### src/rtl/memory_stage.sv
// memory_stage: pipeline stage between execute and writeback.
// Non-memory ops pass through with one cycle of latency. A load or store makes
// one data-memory access over a request/ready bus. Load data is formatted here
// (byte-lane select, sign or zero extension).
// Ports:
//   clock, reset_n            - rising-edge clock, synchronous active-low reset
//   valid_in .. funct3        - instruction from execute
//   stall                     - execute must hold (combinational from state)
//   mem_req .. mem_be         - registered data-memory request
//   mem_ready, mem_rdata      - memory completion and read data
//   data_result .. valid_out  - registered result to writeback
//   misaligned_err            - one-cycle pulse with valid_out on a bad access
module memory_stage #(
  parameter int unsigned WORD_SIZE = 32
) (
  input  logic                 clock,
  input  logic                 reset_n,
  input  logic                 valid_in,
  input  logic [WORD_SIZE-1:0] alu_result,
  input  logic [WORD_SIZE-1:0] store_data,
  input  logic [4:0]           reg_dest_in,
  input  logic                 write_enable_in,
  input  logic                 mem_read,
  input  logic                 mem_write,
  input  logic [2:0]           funct3,
  output logic                 stall,
  output logic                 mem_req,
  output logic                 mem_we,
  output logic [WORD_SIZE-1:0] mem_addr,
  output logic [WORD_SIZE-1:0] mem_wdata,
  output logic [3:0]           mem_be,
  input  logic                 mem_ready,
  input  logic [WORD_SIZE-1:0] mem_rdata,
  output logic [WORD_SIZE-1:0] data_result,
  output logic [4:0]           reg_dest_out,
  output logic                 write_enable_out,
  output logic                 valid_out,
  output logic                 misaligned_err
);

  localparam int unsigned BE_W  = 4;
  localparam int unsigned REG_W = 5;

  typedef enum logic [0:0] {ST_IDLE, ST_ACCESS} state_t;

  state_t                 r_state;
  logic                   r_mem_req;
  logic                   r_mem_we;
  logic [WORD_SIZE-1:0]   r_mem_addr;
  logic [WORD_SIZE-1:0]   r_mem_wdata;
  logic [BE_W-1:0]        r_mem_be;
  logic [WORD_SIZE-1:0]   r_data_result;
  logic [REG_W-1:0]       r_reg_dest;
  logic                   r_we_out;
  logic                   r_valid_out;
  logic                   r_err;
  // Attributes of the outstanding access, needed to format the load result.
  logic [1:0]             r_lat_off;
  logic [2:0]             r_lat_f3;
  logic [REG_W-1:0]       r_lat_rd;
  logic                   r_lat_we;
  logic                   r_lat_load;

  state_t                 w_state_nxt;
  logic                   w_mem_req_nxt;
  logic                   w_mem_we_nxt;
  logic [WORD_SIZE-1:0]   w_mem_addr_nxt;
  logic [WORD_SIZE-1:0]   w_mem_wdata_nxt;
  logic [BE_W-1:0]        w_mem_be_nxt;
  logic [WORD_SIZE-1:0]   w_data_nxt;
  logic [REG_W-1:0]       w_rd_nxt;
  logic                   w_we_out_nxt;
  logic                   w_valid_nxt;
  logic                   w_err_nxt;
  logic [1:0]             w_lat_off_nxt;
  logic [2:0]             w_lat_f3_nxt;
  logic [REG_W-1:0]       w_lat_rd_nxt;
  logic                   w_lat_we_nxt;
  logic                   w_lat_load_nxt;

  logic                   w_is_load;
  logic                   w_is_store;
  logic                   w_is_mem;
  logic [1:0]             w_off;
  logic                   w_bad;
  logic [BE_W-1:0]        w_st_be;
  logic [WORD_SIZE-1:0]   w_st_wdata;
  logic [7:0]             w_ld_byte;
  logic [15:0]            w_ld_half;
  logic [WORD_SIZE-1:0]   w_ld_data;

  assign stall          = (r_state == ST_ACCESS);
  assign mem_req        = r_mem_req;
  assign mem_we         = r_mem_we;
  assign mem_addr       = r_mem_addr;
  assign mem_wdata      = r_mem_wdata;
  assign mem_be         = r_mem_be;
  assign data_result    = r_data_result;
  assign reg_dest_out   = r_reg_dest;
  assign write_enable_out = r_we_out;
  assign valid_out      = r_valid_out;
  assign misaligned_err = r_err;

  // Load wins when both mem_read and mem_write are set.
  assign w_is_load  = mem_read;
  assign w_is_store = mem_write & ~mem_read;
  assign w_is_mem   = mem_read | mem_write;
  assign w_off      = alu_result[1:0];

  // Illegal encodings and natural-alignment violations.
  always_comb begin
    w_bad = 1'b0;
    if (w_is_load) begin
      w_bad = (funct3 == 3'b011) || (funct3 == 3'b110) || (funct3 == 3'b111);
    end else begin
      w_bad = funct3[2] || (funct3[1:0] == 2'b11);
    end
    case (funct3[1:0])
      2'b01:   if (alu_result[0])    w_bad = 1'b1;
      2'b10:   if (|alu_result[1:0]) w_bad = 1'b1;
      default: ;
    endcase
  end

  // Store lanes: data replicated across the word, enables pick the lane.
  always_comb begin
    w_st_be    = 4'b1111;
    w_st_wdata = store_data;
    if (w_is_store) begin
      case (funct3[1:0])
        2'b00: begin
          w_st_be    = BE_W'(4'b0001 << w_off);
          w_st_wdata = {4{store_data[7:0]}};
        end
        2'b01: begin
          w_st_be    = BE_W'(4'b0011 << {w_off[1], 1'b0});
          w_st_wdata = {2{store_data[15:0]}};
        end
        default: ;
      endcase
    end
  end

  // Load formatting from the offset latched at accept time.
  assign w_ld_byte = mem_rdata[{r_lat_off, 3'b000} +: 8];
  assign w_ld_half = r_lat_off[1] ? mem_rdata[31:16] : mem_rdata[15:0];

  always_comb begin
    w_ld_data = mem_rdata;
    case (r_lat_f3)
      3'b000:  w_ld_data = {{(WORD_SIZE-8){w_ld_byte[7]}}, w_ld_byte};
      3'b100:  w_ld_data = {{(WORD_SIZE-8){1'b0}}, w_ld_byte};
      3'b001:  w_ld_data = {{(WORD_SIZE-16){w_ld_half[15]}}, w_ld_half};
      3'b101:  w_ld_data = {{(WORD_SIZE-16){1'b0}}, w_ld_half};
      default: w_ld_data = mem_rdata;
    endcase
  end

  // Next-state and next-output logic.
  always_comb begin
    w_state_nxt     = r_state;
    w_mem_req_nxt   = r_mem_req;
    w_mem_we_nxt    = r_mem_we;
    w_mem_addr_nxt  = r_mem_addr;
    w_mem_wdata_nxt = r_mem_wdata;
    w_mem_be_nxt    = r_mem_be;
    w_data_nxt      = r_data_result;
    w_rd_nxt        = r_reg_dest;
    w_we_out_nxt    = 1'b0;
    w_valid_nxt     = 1'b0;
    w_err_nxt       = 1'b0;
    w_lat_off_nxt   = r_lat_off;
    w_lat_f3_nxt    = r_lat_f3;
    w_lat_rd_nxt    = r_lat_rd;
    w_lat_we_nxt    = r_lat_we;
    w_lat_load_nxt  = r_lat_load;

    case (r_state)
      ST_IDLE: begin
        if (valid_in) begin
          if (!w_is_mem) begin
            w_valid_nxt  = 1'b1;
            w_data_nxt   = alu_result;
            w_rd_nxt     = reg_dest_in;
            w_we_out_nxt = write_enable_in;
          end else if (w_bad) begin
            w_valid_nxt  = 1'b1;
            w_err_nxt    = 1'b1;
            w_data_nxt   = alu_result;
            w_rd_nxt     = reg_dest_in;
          end else begin
            w_state_nxt     = ST_ACCESS;
            w_mem_req_nxt   = 1'b1;
            w_mem_we_nxt    = w_is_store;
            w_mem_addr_nxt  = {alu_result[WORD_SIZE-1:2], 2'b00};
            w_mem_wdata_nxt = w_st_wdata;
            w_mem_be_nxt    = w_st_be;
            w_lat_off_nxt   = w_off;
            w_lat_f3_nxt    = funct3;
            w_lat_rd_nxt    = reg_dest_in;
            w_lat_we_nxt    = write_enable_in;
            w_lat_load_nxt  = w_is_load;
          end
        end
      end
      ST_ACCESS: begin
        if (mem_ready) begin
          w_state_nxt   = ST_IDLE;
          w_mem_req_nxt = 1'b0;
          w_valid_nxt   = 1'b1;
          w_rd_nxt      = r_lat_rd;
          w_data_nxt    = r_lat_load ? w_ld_data : '0;
          w_we_out_nxt  = r_lat_load & r_lat_we;
        end
      end
      default: w_state_nxt = ST_IDLE;
    endcase
  end

  // State and output registers.
  always_ff @(posedge clock) begin
    if (!reset_n) begin
      r_state       <= ST_IDLE;
      r_mem_req     <= 1'b0;
      r_mem_we      <= 1'b0;
      r_mem_addr    <= '0;
      r_mem_wdata   <= '0;
      r_mem_be      <= '0;
      r_data_result <= '0;
      r_reg_dest    <= '0;
      r_we_out      <= 1'b0;
      r_valid_out   <= 1'b0;
      r_err         <= 1'b0;
      r_lat_off     <= '0;
      r_lat_f3      <= '0;
      r_lat_rd      <= '0;
      r_lat_we      <= 1'b0;
      r_lat_load    <= 1'b0;
    end else begin
      r_state       <= w_state_nxt;
      r_mem_req     <= w_mem_req_nxt;
      r_mem_we      <= w_mem_we_nxt;
      r_mem_addr    <= w_mem_addr_nxt;
      r_mem_wdata   <= w_mem_wdata_nxt;
      r_mem_be      <= w_mem_be_nxt;
      r_data_result <= w_data_nxt;
      r_reg_dest    <= w_rd_nxt;
      r_we_out      <= w_we_out_nxt;
      r_valid_out   <= w_valid_nxt;
      r_err         <= w_err_nxt;
      r_lat_off     <= w_lat_off_nxt;
      r_lat_f3      <= w_lat_f3_nxt;
      r_lat_rd      <= w_lat_rd_nxt;
      r_lat_we      <= w_lat_we_nxt;
      r_lat_load    <= w_lat_load_nxt;
    end
  end

endmodule

### config.mk
export PLATFORM = sky130hd
export DESIGN_NAME = memory_stage
export DESIGN_NICKNAME = d
export VERILOG_FILES = /design/src/rtl/memory_stage.sv
export SDC_FILE = /design/constraint.sdc
export NUM_CORES = 1
export LEC_CHECK = 0
export CELL_PAD_IN_SITES_DETAIL_PLACEMENT = 0
export CELL_PAD_IN_SITES_GLOBAL_PLACEMENT = 2
export CORE_UTILIZATION = 25
export CTS_CLUSTER_DIAMETER = 120
export DETAILED_ROUTE_END_ITERATION = 12
export GPL_ROUTABILITY_DRIVEN = 0
export PLACE_DENSITY = 0.86
export REMOVE_ABC_BUFFERS = 1
export SLEW_MARGIN = 10
export SYNTH_ARGS = -nofsm -noshare
export SYNTH_HDL_FRONTEND = slang
export SYNTH_SLANG_ARGS = --single-unit
### constraint.sdc
create_clock -name clock -period 2.49 [get_ports clock]
set_input_delay 0.3735 -clock clock [delete_from_list [all_inputs] [get_ports clock]]
set_output_delay 0.3735 -clock clock [all_outputs]
set_load 0.03 [all_outputs]
==> metrics <==
core area=22800 um2; final WL=22300 um; Final Hold Viols=0; Hold Path Depth=2; startpoint types=input pin; Die Wd=roughly 160 um; clock share of power=39.6%; die area=approximately 24000 um2; Multi-input gate area=3070 um2; Overall Power=about 6.0 mW; Post-CTS Hold Buffers=0; htree depth=4; number of enable flip-flop cells after synthesis=0; WL/cell=between 15 and 20 um; number of max-cap violations=0; Storage cell area=between 2000 and 2500 um2; CTS tree=done; main area contributors after synthesis=dfxtp_1 41%, nand2_1 7.7%, a21oi_1 4.7%, nor3_1 3.2%, nor2_1 3.2%; TNS Setup=0 ps; initial core utilization=around a quarter; ys async rst share=0%; share of layout cells above drive strength 1=12.1%; I/O Buffers=about 220; Mapped Area=roughly 6000 um2; Detailed Route Iter0 Violations=around 300; reg2reg end=data_result[5]; worst IR drop on VDD=356 uV; area grow syn2layout=56.8%; Post-CTS Setup Inserts=0; maximum clock rate=466 MHz; clock skew=around 7.8 ps; nets@finish=between 1000 and 1500; Slew HR=between 50 and 60%; clk root buf=clkbuf_16; synth warn=0; CTS Buf Count=17; Final min period=2140 ps; Residual DRC=0; num ports=222; worst skew pair latency=between 400 and 500 ps; Hold Startpoint=mem_addr[11]; crit end category=flop; final setup fails=0; RSZ-0062 raised after global routing=false; Leakage Power=between 3 and 4 nW; Tot GR Track Use=18.7%; #FFs+latches synth=between 100 and 150; antenna viol nets, final=0; crit path kind=input pin to flop; Synth top area share=a little over 40%; first-pass GRT wire length=34300 um; GR Overflow Total=0; WP data required=between 2000 and 3000 ps; path depth of the worst reg2reg path=5; clock slew at reported path FFs=~60 ps; largest net degree at the start of global routing=50; Yosys cell types=50; vias after detailed routing=around 6000; antenna violations before repair=2; Crit path arrival time=around 2400 ps; combinational share of power=a little under a quarter; Mapped Cells=between 700 and 800; FF-to-FF Start=r_lat_off[1]; register share of total power=~36%; P_int=4.21 mW; R2R setup slack=roughly 550 ps; fill count=between 2000 and 2500; vias in the first global route=about 5900; DPL Wire Length=roughly 16000 um; switching share of power=around 29%; status=finished, final reports clean; Final Cycle Share=~86%; pins over their slew limit=0; P_sw=around 1.8 mW; Cell Rows=55; Pwr per Cell Area=roughly 650 nW/um2; clock tree buffer depth=2; worst slew pin tran=around 630 ps; post_cts resized=0; crit-path max FO=8; Hold EP=mem_addr[11]; synth cell count leaders=121 x dfxtp_1, 121 x nand2_1, 55 x a21oi_1, 50 x nor2_1, 38 x nor3_1; post-synthesis sequential area ratio=41.2%; top_reg_cell synth=dfxtp_1; vias per cell=approximately 4.8; DIE HEIGHT=155 um; Synth area leader=dfxtp_1; Sinks on Clock Net=121; drt pass-1 iters=5; Syn Area/Cell=8.21 um2; worst hold-check path type=flop to flop
==> through the flow <==
stage	instances	utilization, %	hold WS [ps]	setup slack (ps)	instance area (um2)
final	1264	40.3	452	346	9210
after global routing	1263	40.3	467	210	9210
after CTS	1263	40.3	455	357	9210
after detailed placement	1232	37.9	444	-77.0	8650
after global placement	1232	37.9	441	-25.8	8650
after floorplan	653	-	435	-616	5580
==> cell families after synthesis <==
| family | Yosys count | share of synthesized area [%] |
|---|---|---|
| compound gates | 211 | 27.1 |
| fa+ha+maj | 5 | 1.06 |
| simple gates | 271 | 20.7 |
| buf+inv | 91 | 6.81 |
| mux | 16 | 2.98 |
| other cells | 1 | 0.0638 |
| flops | 121 | 41.2 |
==> registers in the layout, indices dropped and copies added, names as in the netlist, 2 cells and up <==
signal and count:
data_result 32, mem_addr 30, r_lat_f3 3, r_lat_off 2, reg_dest_out 5, mem_be 4, r_lat_rd 5, mem_wdata 32
==> cells in the final DEF (no fill, tap or decap), types with 10 or more instances in the layout <==
cell / count
buf_4: 37
nand2_1: 121
a211oi_1: 13
o221a_1: 10
clkdlybuf4s50_1: 218
o21ai_0: 23
dfxtp_1: 120
a21oi_2: 10
nand3_1: 12
a21oi_1: 55
buf_12: 10
o31a_1: 13
nor2b_1: 11
inv_1: 25
clkbuf_16: 17
nand2b_1: 11
a22oi_1: 23
o21a_1: 16
nor2_1: 50
nor3_1: 38
==> routing by layer <==
| metal | track usage [%] | routed length, um |
|---|---|---|
| met5 | 0 | 10 |
| met4 | 5.04 | 289 |
| met1 | 23.7 | 10300 |
| met3 | 6.99 | 1860 |
| met2 | 29.6 | 9760 |
==> worst max-delay path by stage <==
stage	slack, ps	startpoint	depth (start not counted)	end
2_1_floorplan	-620	funct3[0]	7	data_result[16]
3_3_place_gp	-30	funct3[1]	10	data_result[15]
3_5_place_dp	-80	funct3[1]	10	data_result[11]
4_1_cts	360	funct3[1]	10	data_result[11]
5_1_grt	210	funct3[1]	10	data_result[10]
6_report	350	funct3[1]	10	data_result[11]
==> power groups by stage <==
stage | logic [mW] | clock network, mW | registers [mW]
floorplan | 0.427 | 0 | 2.47
global placement | 1.43 | 0 | 2.21
detailed placement | 1.44 | 0 | 2.21
CTS | 1.45 | 2.43 | 2.17
global route | 1.54 | 2.52 | 2.19
finish | 1.43 | 2.37 | 2.17
==> layout make-up <==
class / instances / area share, %
Sequential cell: 121 / 26.3
Clock buffer: 24 / 5.34
Timing Repair Buffer: 266 / 28.9
Multi-Input combinational cell: 505 / 33.3
Inverter: 27 / 1.10
Clock inverter: 7 / 0.734
Antenna cell: 1 / 0.0272
Tap cell: 313 / 4.25
==> worst max-delay path, cell delays in order <==
cell and delay (ps):
clkdlybuf4s50_1 450, buf_4 150, inv_1 70, ha_1 290
and2_1 180, buf_4 150, o31a_1 360, buf_12 190
nor3_1 140, nor3_1 60
Power figures use the tool's default switching activity.
